[config.mk]
export PLATFORM = sky130hd
export DESIGN_NAME = calc_op_scheduler
export DESIGN_NICKNAME = d
export VERILOG_FILES = /design/src/rtl/calc_op_scheduler.sv
export SDC_FILE = /design/constraint.sdc
export NUM_CORES = 1
export LEC_CHECK = 0
export CORE_UTILIZATION = 29
export DETAILED_ROUTE_END_ITERATION = 8
export SLEW_MARGIN = 20
export SYNTH_ARGS = -nofsm -noshare
export SYNTH_HDL_FRONTEND = slang
export SYNTH_SLANG_ARGS = --single-unit
[constraint.sdc]
create_clock -name clkin -period 7.8 [get_ports clkin]
set_input_delay 1.56 -clock clkin [delete_from_list [all_inputs] [get_ports clkin]]
set_output_delay 1.56 -clock clkin [all_outputs]
set_load 0.05 [all_outputs]
[src/rtl/calc_op_scheduler.sv]
// Calculator operation controller: button sync/debounce, fixed-priority arbitration, operand latch
// and a shared iterative add/sub/mul/div datapath. Optional macro: CALC_NEG_RESULT_EN (signed subtract).
module calc_op_scheduler #(
  parameter int unsigned DEBOUNCE_CYCLES = 500000
) (
  input  logic        clkin,
  input  logic        reset,
  input  logic        add,
  input  logic        subtract,
  input  logic        multiply,
  input  logic        divide,
  input  logic [6:0]  opa,
  input  logic [6:0]  opb,
  output logic [13:0] result,
  output logic        neg,
  output logic        div_zero,
  output logic [1:0]  op_code,
  output logic        busy,
  output logic        result_valid,
  output logic        drop
);

  localparam int unsigned CW = $clog2(DEBOUNCE_CYCLES + 1);
  localparam logic [CW-1:0] CMAX = CW'(DEBOUNCE_CYCLES);
  localparam logic [CW-1:0] CONE = CW'(1);

  typedef enum logic [1:0] {S_IDLE, S_LOAD, S_EXEC, S_DONE} state_t;
  typedef enum logic [1:0] {OP_ADD, OP_SUB, OP_MUL, OP_DIV} op_t;

  state_t r_state, w_next;
  op_t    r_op_code, w_pick;

  logic [3:0]    w_raw;
  logic [3:0]    r_sync1, r_sync2, r_lvl, r_lvl_d;
  logic [CW-1:0] r_cnt [4];
  logic [3:0]    w_req;
  logic          w_any, w_multi, w_accept, w_drop_nxt, w_last;

  logic [6:0]  r_a, r_b, r_wk, r_rem;
  logic [13:0] r_acc, r_mcand;
  logic [2:0]  r_iter;
  logic [13:0] r_result;
  logic        r_neg, r_dz, r_drop;

  logic [13:0] w_acc_nxt;
  logic [7:0]  w_rem_sh;
  logic [8:0]  w_trial;
  logic [6:0]  w_q_nxt, w_rem_nxt;
  logic [7:0]  w_sum;
  logic [13:0] w_res;
  logic        w_neg, w_dz;

  assign w_raw = {divide, multiply, subtract, add};

  // Level rises on the sample that brings the counter to CMAX, then holds while input stays high.
  always_ff @(posedge clkin or posedge reset) begin
    if (reset) begin
      r_sync1 <= '0;
      r_sync2 <= '0;
      r_lvl   <= '0;
      r_lvl_d <= '0;
      for (int unsigned i = 0; i < 4; i++) r_cnt[i] <= '0;
    end else begin
      r_sync1 <= w_raw;
      r_sync2 <= r_sync1;
      r_lvl_d <= r_lvl;
      for (int unsigned i = 0; i < 4; i++) begin
        if (!r_sync2[i]) begin
          r_cnt[i] <= '0;
          r_lvl[i] <= 1'b0;
        end else if (r_cnt[i] != CMAX) begin
          r_cnt[i] <= r_cnt[i] + CONE;
          r_lvl[i] <= ((r_cnt[i] + CONE) == CMAX);
        end
      end
    end
  end

  assign w_req   = r_lvl & ~r_lvl_d;
  assign w_any   = |w_req;
  assign w_multi = |(w_req & (w_req - 4'd1));

  always_comb begin
    w_pick = OP_DIV;
    if (w_req[0])      w_pick = OP_ADD;
    else if (w_req[1]) w_pick = OP_SUB;
    else if (w_req[2]) w_pick = OP_MUL;
  end

  assign w_last = (r_op_code == OP_ADD) || (r_op_code == OP_SUB) ||
                  ((r_op_code == OP_DIV) && (r_b == 7'd0)) || (r_iter == 3'd6);

  always_ff @(posedge clkin or posedge reset) begin
    if (reset) r_state <= S_IDLE;
    else       r_state <= w_next;
  end

  always_comb begin
    w_next     = r_state;
    w_accept   = 1'b0;
    w_drop_nxt = 1'b0;
    case (r_state)
      S_IDLE: begin
        if (w_any) begin
          w_accept   = 1'b1;
          w_next     = S_LOAD;
          w_drop_nxt = w_multi;
        end
      end
      S_LOAD: begin
        w_next     = S_EXEC;
        w_drop_nxt = w_any;
      end
      S_EXEC: begin
        if (w_last) w_next = S_DONE;
        w_drop_nxt = w_any;
      end
      S_DONE: begin
        w_next     = S_IDLE;
        w_drop_nxt = w_any;
      end
      default: w_next = S_IDLE;
    endcase
  end

  // One iteration of shift-add multiply (r_wk = multiplier) or restoring divide (r_wk = dividend/quotient).
  assign w_acc_nxt = r_wk[0] ? (r_acc + r_mcand) : r_acc;
  assign w_rem_sh  = {r_rem, r_wk[6]};
  assign w_trial   = {1'b0, w_rem_sh} - {2'b00, r_b};
  assign w_q_nxt   = {r_wk[5:0], ~w_trial[8]};
  assign w_rem_nxt = w_trial[8] ? w_rem_sh[6:0] : w_trial[6:0];
  assign w_sum     = {1'b0, r_a} + {1'b0, r_b};

  always_comb begin
    w_res = '0;
    w_neg = 1'b0;
    w_dz  = 1'b0;
    case (r_op_code)
      OP_ADD: w_res = {6'b0, w_sum};
      OP_SUB: begin
`ifdef CALC_NEG_RESULT_EN
        if (r_a < r_b) begin
          w_res = {7'b0, r_b - r_a};
          w_neg = 1'b1;
        end else begin
          w_res = {7'b0, r_a - r_b};
        end
`else
        if (r_a >= r_b) w_res = {7'b0, r_a - r_b};
`endif
      end
      OP_MUL: w_res = w_acc_nxt;
      OP_DIV: begin
        if (r_b == 7'd0) w_dz = 1'b1;
        else             w_res = {7'b0, w_q_nxt};
      end
      default: w_res = '0;
    endcase
  end

  always_ff @(posedge clkin or posedge reset) begin
    if (reset) begin
      r_op_code <= OP_ADD;
      r_a       <= '0;
      r_b       <= '0;
      r_wk      <= '0;
      r_rem     <= '0;
      r_acc     <= '0;
      r_mcand   <= '0;
      r_iter    <= '0;
      r_result  <= '0;
      r_neg     <= 1'b0;
      r_dz      <= 1'b0;
      r_drop    <= 1'b0;
    end else begin
      r_drop <= w_drop_nxt;
      if (w_accept) r_op_code <= w_pick;
      case (r_state)
        S_LOAD: begin
          r_a     <= opa;
          r_b     <= opb;
          r_wk    <= (r_op_code == OP_MUL) ? opb : opa;
          r_rem   <= '0;
          r_acc   <= '0;
          r_mcand <= {7'b0, opa};
          r_iter  <= '0;
        end
        S_EXEC: begin
          r_acc   <= w_acc_nxt;
          r_mcand <= r_mcand << 1;
          r_wk    <= (r_op_code == OP_MUL) ? (r_wk >> 1) : w_q_nxt;
          r_rem   <= w_rem_nxt;
          r_iter  <= r_iter + 3'd1;
          if (w_last) begin
            r_result <= w_res;
            r_neg    <= w_neg;
            r_dz     <= w_dz;
          end
        end
        default: ;
      endcase
    end
  end

  assign result       = r_result;
  assign neg          = r_neg;
  assign div_zero     = r_dz;
  assign op_code      = r_op_code;
  assign busy         = (r_state == S_LOAD) || (r_state == S_EXEC);
  assign result_valid = (r_state == S_DONE);
  assign drop         = r_drop;

endmodule

### After elaboration in Yosys (flattened, before gate mapping)

Index checks and enable logic that the tools add are counted.
W data, S select, Z words.

* add/sub/neg operators: 10
* $lt $le $gt $ge: 1
* eq/ne operators: 21
* muxes and demuxes: 40
* bitwise gates (word level): 4
* reduce and logical (&&, ||, !) cells: 14

Operators by type and width (number)
* $mux W19: 8
* $add A19 B1 Y19 const B: 4
* $eq A19 B19 Y1 const B: 4
* $ne A19 B19 Y1 const B: 4
* $pmux W14 S2: 2
* $pmux W14 S4: 1
* $mux W7: 5
* $pmux W7 S2: 2
* $add A14 B14 Y14: 1
* $mux W1: 14
* $mux W14: 1
* $sub A8 B7 Y9: 1
* $add A7 B7 Y8: 1
* $and A4 B4 Y4: 2
* $eq A2 B2 Y1 const B: 4
* $mux W2: 4
* $ne A2 B1 Y1 const B: 4
* $pmux W2 S4: 1
* $reduce_or A4 Y1: 2
* $ge A7 B7 Y1: 1
* $logic_not A7 Y1: 1
* $sub A7 B7 Y7: 1
* $pmux W3 S2: 1
* $eq A2 B1 Y1 const B: 2
* other kinds (13): 19

* bits in registers: 171
* input bits: 20
* output and inout port bits: 21
* logic and storage cells: 113

### Longest topological paths before layout

Gate-level depths: netlist of the first run.

* word-level depth: 7
* gate-level depth with buffers: 12

### Worst setup path before layout of the first run

No wires, ideal clock.

* path kind: register to output
* start point: register r_state[0]
* end point: output port busy
* arrival: 1.005 ns
* data required time: 6.240 ns
* slack: 5.235 ns
* cell stages (with the launch flop): 3
* buffers on the path: 0
* cells stage by stage: dfrtp_1 -> inv_1 -> ha_1

* cells in the longest elaborated chain, start to end: 2
* elaborated cells on any way between the ends: 3

Ends and longest elaborated chain
* start, declared: line 30 `state_t r_state, w_next;`
* start signal, assigned: line 95 `else r_state <= w_next;`
* $eq A2 B1 Y1 / $eq A2 B2 Y1 (equally long branches): line 209 `assign busy = (r_state == S_LOAD) || (r_state == S_EXEC);`
* $logic_or A1 B1 Y1 *: line 209
* end, declared: line 18 `output logic busy,`

Every way passes the cells marked *; elsewhere a longest branch is shown, timed or not.

### Worst setup path after layout of the first run

Ends and elaborated chain as after synthesis.

==> results.yml, run 1 <==
detailed_routing:
  dr_total_vias: 8225
  firstDrtPassIters: 5
  drc: 0
  wirelength_um: 23800
  wire_per_inst_um: 14.5
  first_iter_violations: 517
  ant_nets: 0
  vias_per_cell: 5.01
clock_network:
  ctsResizeCount: 0
  clk_pin_slew_ns: 0.07
  cts_buffers: 17
  cts_buffer_depth: 2
  postCtsSetupBuffers: 0
  cts_hold_buf: 0
  clock_sinks: 171
  htree_num_levels: 4
  cts_tree: "done"
  clockRootBuffer: "clkbuf_16"
  clk-insertion-delay-late_ns: 0.44
critical_path:
  endpoint_kind: "output port"
  worstPathMaxFanout: 65
  worstPathArrival_ns: 2.75
  cp.required_ns: 6.24
  worstSetupPathType: "flip-flop to output port"
  startpoint_type: "flip-flop"
outcome:
  outcome: "completed"
timing:
  period_needed_ns: 4.31
  setup_tns_ns: 0
  tightest_slew_ns: 0.985
  final.period_utilization: 0.553
  slew_headroom: 0.343
  fmax_mhz: 232
  setup_slack_ns: 3.49
  final-hold-violation-count: 0
  timing.hold.ws_ns: 0.357
  slew_violations: 0
  fin_skew_ns: 0.0125
  finalSetupViolCount: 0
  rsz0062_at_grt: "false"
logic_synthesis:
  yosys_warnings: 0
  synth.area.top_cells: "dfrtp_1 41%, ha_1 6.3%, xnor2_1 5.5%"
  syn_nets: 1237
  synth_cell_types: 80
  synth_top_area_share: 0.407
  synth_flop_cell: "dfrtp_1"
  synth_edf_count: 0
  syn_area_um2: 10500
  syn_area_per_cell_um2: 9.06
  synthTopCellsByCount: "171 x dfrtp_1, 113 x nor2_1, 88 x nand2_1, 76 x inv_1, 72 x o21ai_0"
  synthArstFlopShare: 1.00
  ys_ff_latch: 171
  yosys.area.top_type: "dfrtp_1"
  yosysMostFrequentCell: "dfrtp_1"
  synth_cells: 1160
  seq_area_frac_synth: 0.407
global_routing:
  antenna_found_initial: 0
  grt_overflow_total: 0
  grt_pass1_vias: 7972
  grt_start_max_net_pins: 97
  grt_use_total: 0.135
  grt_pass1_wl_um: 40100
placed_design:
  pre_cts_ws_ns: 3.94
  dp.final_hpwl_um: 16700
  port_buffers: 39
  gp_routability_congestion: 0.860
cells_and_area:
  syn2layout_area_growth_pct: 12.8
  diodes: 0
  fin_nets: 1246
  register_area_um2: 4280
  multi_input_area_um2: 5720
  n_fill_cell: 3630
  drive_gt1_frac: 0.0643
die:
  fp.dieW_um: 192
  num_rows: 69
  die_height_um: 192
  die_area_um2: 37000
  coreArea_um2: 35600
  start_util: 0.295
  io_pins: 41
job:
  drv_cap: 0
hold_path:
  hold_path.class: "flip-flop to flip-flop"
power_and_ir_drop:
  p_leak_nw: 4.91
  ir_drop_mv: 0.138
  pwr_density_cell_nw_per_um2: 150
## routing by layer
metal / global-route usage / vias up / wire [um]
li1: - / 4072 / -
met1: 0.182 / 3980 / 11600
met2: 0.218 / 158 / 10900
met3: 0.0295 / 15 / 1010
met4: 0.0342 / 0 / 206
met5: 0 / - / 0
## layout by cell type (no fill, tap or decap), types with 24 or more instances in the layout
master / instances
ha_1: 52
nand2_1: 88
nand3_1: 53
dfrtp_1: 171
inv_1: 75
xor2_1: 28
clkdlybuf4s50_1: 39
a21oi_1: 59
nor3_1: 24
o21ai_0: 72
and2_1: 25
nor2_1: 113
xnor2_1: 66
## per-stage QoR
| step | std cells | util | area, um2 | total power, mW |
|---|---|---|---|---|
| 2_1_floorplan | 1160 | - | 10500 | 0.961 |
| 3_3_place_gp | 1611 | 0.318 | 11300 | 0.986 |
| 3_5_place_dp | 1611 | 0.318 | 11300 | 0.987 |
| 4_1_cts | 1643 | 0.333 | 11900 | 1.81 |
| 5_1_grt | 1643 | 0.333 | 11900 | 1.85 |
| 6_report | 1643 | 0.333 | 11900 | 1.78 |
## logic make-up (layout without fill, tap and decap cells)
logic type,after synthesis,after routing,synth area share
AOI/OAI and AO/OA,241,241,0.144
xor gates and xnor gates,94,94,0.0784
adders and majority gates,57,57,0.0707
buffers and inverters,131,153,0.0491
DFF,171,171,0.407
muxes,36,36,0.0430
other,1,1,0.000357
and+or+nand+nor,429,429,0.208
## critical path: stages, from the launching register on
cell             delay (ns)
dfrtp_1                0.40
inv_1                  0.10
ha_2                   0.31
buf_4                  0.53
clkdlybuf4s50_1        0.94
## state kept, by name, summed over array words and instances, names as in the netlist, 7 cells and up
register and cells:
r_wk 7, r_rem 7, r_a 7, r_cnt 76, r_acc 14, result 14, r_b 7, r_mcand 14
## path summary, 6_finish.rpt
kind                                           to  slack, ns                    from  cells after the start
setup / recovery                             busy       3.49  r_state[0]$_DFFE_PP0P_                      4
hold / removal               r_sync2[2]$_DFF_PP0_       0.36    r_sync1[2]$_DFF_PP0_                      0
setup reg to reg           result[12]$_DFFE_PP0P_       4.89  r_mcand[0]$_DFFE_PP0P_                     10
hold reg to reg              r_sync2[2]$_DFF_PP0_       0.36    r_sync1[2]$_DFF_PP0_                      0
max in group asynchronous      r_a[3]$_DFFE_PP0N_       4.64                   reset                      3
min in group asynchronous    r_sync2[1]$_DFF_PP0_       1.65                   reset                      2
## cell type report
type / instances / area share
multi-input combinational: 858 / 0.482
clock buffer: 20 / 0.0394
inverter: 76 / 0.0245
sequential: 171 / 0.361
clock inverter: 12 / 0.00760
tap: 461 / 0.0487
timing repair buffer: 45 / 0.0367
## power breakdown
group          internal (mW)  switching, mW
logic                 0.0230         0.0381
registers              0.893         0.0134
clock network          0.435          0.380
No activity file was read; power rests on OpenSTA's default activity.
==> run 2, diff against run 1 <==
==> constraint.sdc (replaced) <==
create_clock -name clkin -period 3.54 [get_ports clkin]
set_input_delay 0.708 -clock clkin [delete_from_list [all_inputs] [get_ports clkin]]
set_output_delay 0.708 -clock clkin [all_outputs]
set_load 0.05 [all_outputs]
==> results.yml, run 2 (synthesis results as in run 1) <==
outcome:
  outcome: "completed"
die:
  fp.dieW_um: 192
  io_pins: 41
  die_area_um2: 37000
  num_rows: 69
  start_util: 0.295
  die_height_um: 192
  coreArea_um2: 35600
timing:
  rsz0062_at_grt: "false"
  final-hold-violation-count: 0
  final.period_utilization: 0.795
  slew_headroom: 0.335
  finalSetupViolCount: 0
  setup_tns_ns: 0
  fin_skew_ns: 0.0105
  tightest_slew_ns: 0.998
  fmax_mhz: 356
  period_needed_ns: 2.81
  timing.hold.ws_ns: 0.351
  slew_violations: 0
cells_and_area:
  final_util: 0.338
  regMostFlops: "r_cnt"
  drive_gt1_frac: 0.0667
  largest_reg_flops: 76
  diodes: 0
  final_cell_mix: "171 x dfrtp_1, 113 x nor2_1, 88 x nand2_1"
  final_common_cell: "dfrtp_1"
  syn2layout_area_growth_pct: 14.4
  fin_nets: 1250
critical_path:
  cp.required_ns: 2.83
  r2r-start: "r_acc[0]$_DFFE_PP0P_"
  worstPathMaxFanout: 4
  endpoint_kind: "output port"
  timing.rr.end: "result[12]$_DFFE_PP0P_"
  startpoint_type: "flip-flop"
  reg2regPathDepth: 10
  r2r_slack_ns: 0.83
  worstPathArrival_ns: 2.10
  worstSetupPathType: "flip-flop to output port"
clock_network:
  cts_tree: "done"
  clockRootBuffer: "clkbuf_16"
  clk-insertion-delay-late_ns: 0.44
  cts_buffers: 17
  postCtsSetupBuffers: 0
  clock_sinks: 171
  cts_buffer_depth: 2
  cts_hold_buf: 0
  htree_num_levels: 4
  ctsResizeCount: 0
  clk_pin_slew_ns: 0.07
global_routing:
  grt_pass1_wl_um: 41000
  antenna_found_initial: 0
  grt_pass1_vias: 8210
  grt_overflow_total: 0
  grt_start_max_net_pins: 65
  grt_use_total: 0.138
detailed_routing:
  wire_per_inst_um: 14.7
  vias_per_cell: 5.01
  firstDrtPassIters: 8
  wirelength_um: 24100
  dr_total_vias: 8251
  ant_nets: 0
  first_iter_violations: 495
  drc: 0
placed_design:
  dp.final_hpwl_um: 17100
  gp_routability_congestion: 0.892
  port_buffers: 39
power_and_ir_drop:
  p_leak_nw: 5.01
  fin_total_pwr_mw: 4.26
  ir_drop_mv: 0.331
  pwr_density_cell_nw_per_um2: 354
hold_path:
  min_delay_worst_endpoint: "r_sync2[3]$_DFF_PP0_"
  worstHoldStart: "r_sync1[3]$_DFF_PP0_"
  whs_path_depth: 0
  hold_path.class: "flip-flop to flip-flop"
job:
  drv_cap: 0
run 2: how the worst max path moves through the flow:
| stage | start | endpoint | slack [ns] | cells after the start |
|---|---|---|---|---|
| after global placement | r_acc[0]$_DFFE_PP0P_ | result[12]$_DFFE_PP0P_ | 0.94 | 10 |
| final | r_state[0]$_DFFE_PP0P_ | busy | 0.73 | 3 |
| after global routing | r_state[0]$_DFFE_PP0P_ | busy | 0.64 | 3 |
| after CTS | r_state[0]$_DFFE_PP0P_ | busy | 0.68 | 3 |
| after detailed placement | r_wk[6]$_DFFE_PP0P_ | r_wk[0]$_DFFE_PP0P_ | 0.87 | 10 |
| after floorplan | reset | div_zero$_DFFE_PP0P_ | 0.65 | 1 |
run 2: stage by stage:
stage	area [um2]	std cells	worst slack (ns)
final	12000	1646	0.727
after detailed placement	11400	1615	0.872
after global placement	11400	1615	0.943
after floorplan	10500	1160	0.649
after CTS	12000	1646	0.679
after global routing	12000	1646	0.640
run 2: layout make-up:
| class | instances | area, um2 |
|---|---|---|
| Fill cell | 3693 | 23500 |
| Multi-Input combinational cell | 858 | 5720 |
| Sequential cell | 171 | 4280 |
| Tap cell | 461 | 577 |
| Timing Repair Buffer | 49 | 503 |
| Clock buffer | 20 | 467 |
| Inverter | 76 | 289 |
| Clock inverter | 11 | 191 |
run 2: worst max-delay path, cell delays in order (launching register included):
cell	delay, ns
dfrtp_1	0.40
inv_1	0.10
ha_2	0.35
clkdlybuf4s50_1	0.80
run 2: report_power, final:
group | internal (mW) | switching (mW)
clock network | 1.30 | 0.808
logic | 0.0569 | 0.0897
registers | 1.97 | 0.0294
run 2: layer usage:
metal	vias to the layer above	global-route usage	wire length (um)
li1	4080	-	-
met3	33	0.0273	1070
met5	-	0	0
met4	0	0.0463	389
met2	171	0.228	11200
met1	3967	0.178	11500
==> run 3, diff against run 2 <==
==> constraint.sdc (replaced) <==
create_clock -name clkin -period 2.6 [get_ports clkin]
set_input_delay 0.52 -clock clkin [delete_from_list [all_inputs] [get_ports clkin]]
set_output_delay 0.52 -clock clkin [all_outputs]
set_load 0.05 [all_outputs]
==> results.yml, run 3 (synthesis results as in run 1) <==
clock_network:
  clk-insertion-delay-late_ns: 0.44
  clock_sinks: 171
  cts_buffer_depth: 2
  cts_tree: "done"
  clockRootBuffer: "clkbuf_16"
  htree_num_levels: 4
  clk_pin_slew_ns: 0.07
  cts_buffers: 17
timing:
  slew_violations: 0
  tightest_slew_ns: 0.802
  final-hold-violation-count: 0
  finalSetupViolCount: 0
  fmax_mhz: 393
  period_needed_ns: 2.54
  fin_skew_ns: 0.0108
  timing.hold.ws_ns: 0.345
  slew_headroom: 0.461
  rsz0062_at_grt: "true"
  final.period_utilization: 0.979
cells_and_area:
  drive_gt1_frac: 0.0978
  final_util: 0.343
  syn2layout_area_growth_pct: 16.1
  design_area_um2: 12200
  final_common_cell: "dfrtp_1"
  fin_nets: 1281
  regMostFlops: "r_cnt"
  largest_reg_flops: 76
  diodes: 0
  final_cell_mix: "170 x dfrtp_1, 112 x nor2_1, 88 x nand2_1"
power_and_ir_drop:
  fin_total_pwr_mw: 5.50
  ir_drop_mv: 0.485
  p_leak_nw: 5.14
  pwr_density_cell_nw_per_um2: 450
placed_design:
  gp_routability_congestion: 0.885
  dp.final_hpwl_um: 17800
  port_buffers: 39
  place_area_um2: 11600
critical_path:
  worstSetupPathType: "flip-flop to flip-flop"
  endpoint_kind: "flip-flop"
  worstPathArrival_ns: 2.86
  cp.required_ns: 2.92
  startpoint_type: "flip-flop"
  r2r_slack_ns: 0.06
  worstPathMaxFanout: 4
global_routing:
  grt_start_max_net_pins: 83
  grt_use_total: 0.139
  grt_overflow_total: 0
  antenna_found_initial: 0
  grt_pass1_vias: 8086
  grt_pass1_wl_um: 41200
die:
  io_pins: 41
  die_height_um: 192
  start_util: 0.295
  num_rows: 69
  coreArea_um2: 35600
  die_area_um2: 37000
  fp.dieW_um: 192
hold_path:
  hold_path.class: "flip-flop to flip-flop"
detailed_routing:
  firstDrtPassIters: 5
  dr_total_vias: 8399
  first_iter_violations: 417
  drc: 0
  vias_per_cell: 5.01
  wire_per_inst_um: 14.6
  ant_nets: 0
  wirelength_um: 24600
job:
  drv_cap: 0
outcome:
  outcome: "completed"
## run 3: cell count changes in the layout (fill, tap and decap cells not counted), sizes merged
cell | previous run | this run
inv | 75 | 77
clkdlybuf4s50 | 39 | 38
buf | 10 | 42
clkbuf | 20 | 21
clkinv | 6 | 8
bufinv | 5 | 1
## run 3: metal layers
| layer | up-vias | global-route usage | wire [um] |
|---|---|---|---|
| met3 | 24 | 0.0253 | 1060 |
| met5 | - | 0 | 0 |
| met2 | 171 | 0.222 | 11300 |
| met1 | 4071 | 0.189 | 11800 |
| li1 | 4133 | - | - |
| met4 | 0 | 0.0415 | 342 |
## run 3: worst max-delay path, cell delays in order (launching register included)
cell	delay [ns]
dfrtp_1	0.39
inv_1	0.06
ha_2	0.17
inv_1	0.06
fa_2	0.37
a21o_1	0.17
a21oi_2	0.18
o211a_1	0.23
nor2_2	0.07
mux4_2	0.44
mux2_2	0.28
## run 3: final timing paths
kind / from / end / cells past startpoint
worst min-delay path: r_sync1[2]$_DFF_PP0_ / r_sync2[2]$_DFF_PP0_ / 0
max in group asynchronous: reset / r_cnt[1]$_DFFE_PP0P_ / 3
worst max-delay path: r_wk[6]$_DFFE_PP0P_ / r_wk[0]$_DFFE_PP0P_ / 10
worst min register to register: r_sync1[2]$_DFF_PP0_ / r_sync2[2]$_DFF_PP0_ / 0
min in group asynchronous: reset / r_cnt[22]$_DFFE_PP0P_ / 2
worst max register to register: r_wk[6]$_DFFE_PP0P_ / r_wk[0]$_DFFE_PP0P_ / 10
## run 3: cell type report
type                            count  area, um2
Timing Repair Buffer               80        733
Tap cell                          461        577
Clock buffer                       21        470
Inverter                           76        289
Sequential cell                   171       4280
Multi-Input combinational cell    858       5740
Clock inverter                     11        113
Fill cell                        3685      23400
## run 3: power by group
part	internal, mW	switching (mW)	total, mW
clock network	1.41	1.16	2.57
registers	2.68	0.0367	2.72
logic	0.0826	0.128	0.210
total	4.17	1.32	5.50
## run 3: repair_timing
item / CTS / global route
pin swaps: 0 / 6
hold buffers: 0 / 0
gates resized for setup: 1 / 8
endpoints found under the setup margin: 1 / 10
buffers inserted: 0 / 2
## run 3: through the flow
stage                     cells  TNS (ns)  worst slack, ns
after global routing       1678   -0.0600          -0.0510
final                      1678         0           0.0553
after CTS                  1676         0           0.0496
after floorplan            1160    -17.56           -0.103
after global placement     1644         0           0.0749
after detailed placement   1644         0          0.00426
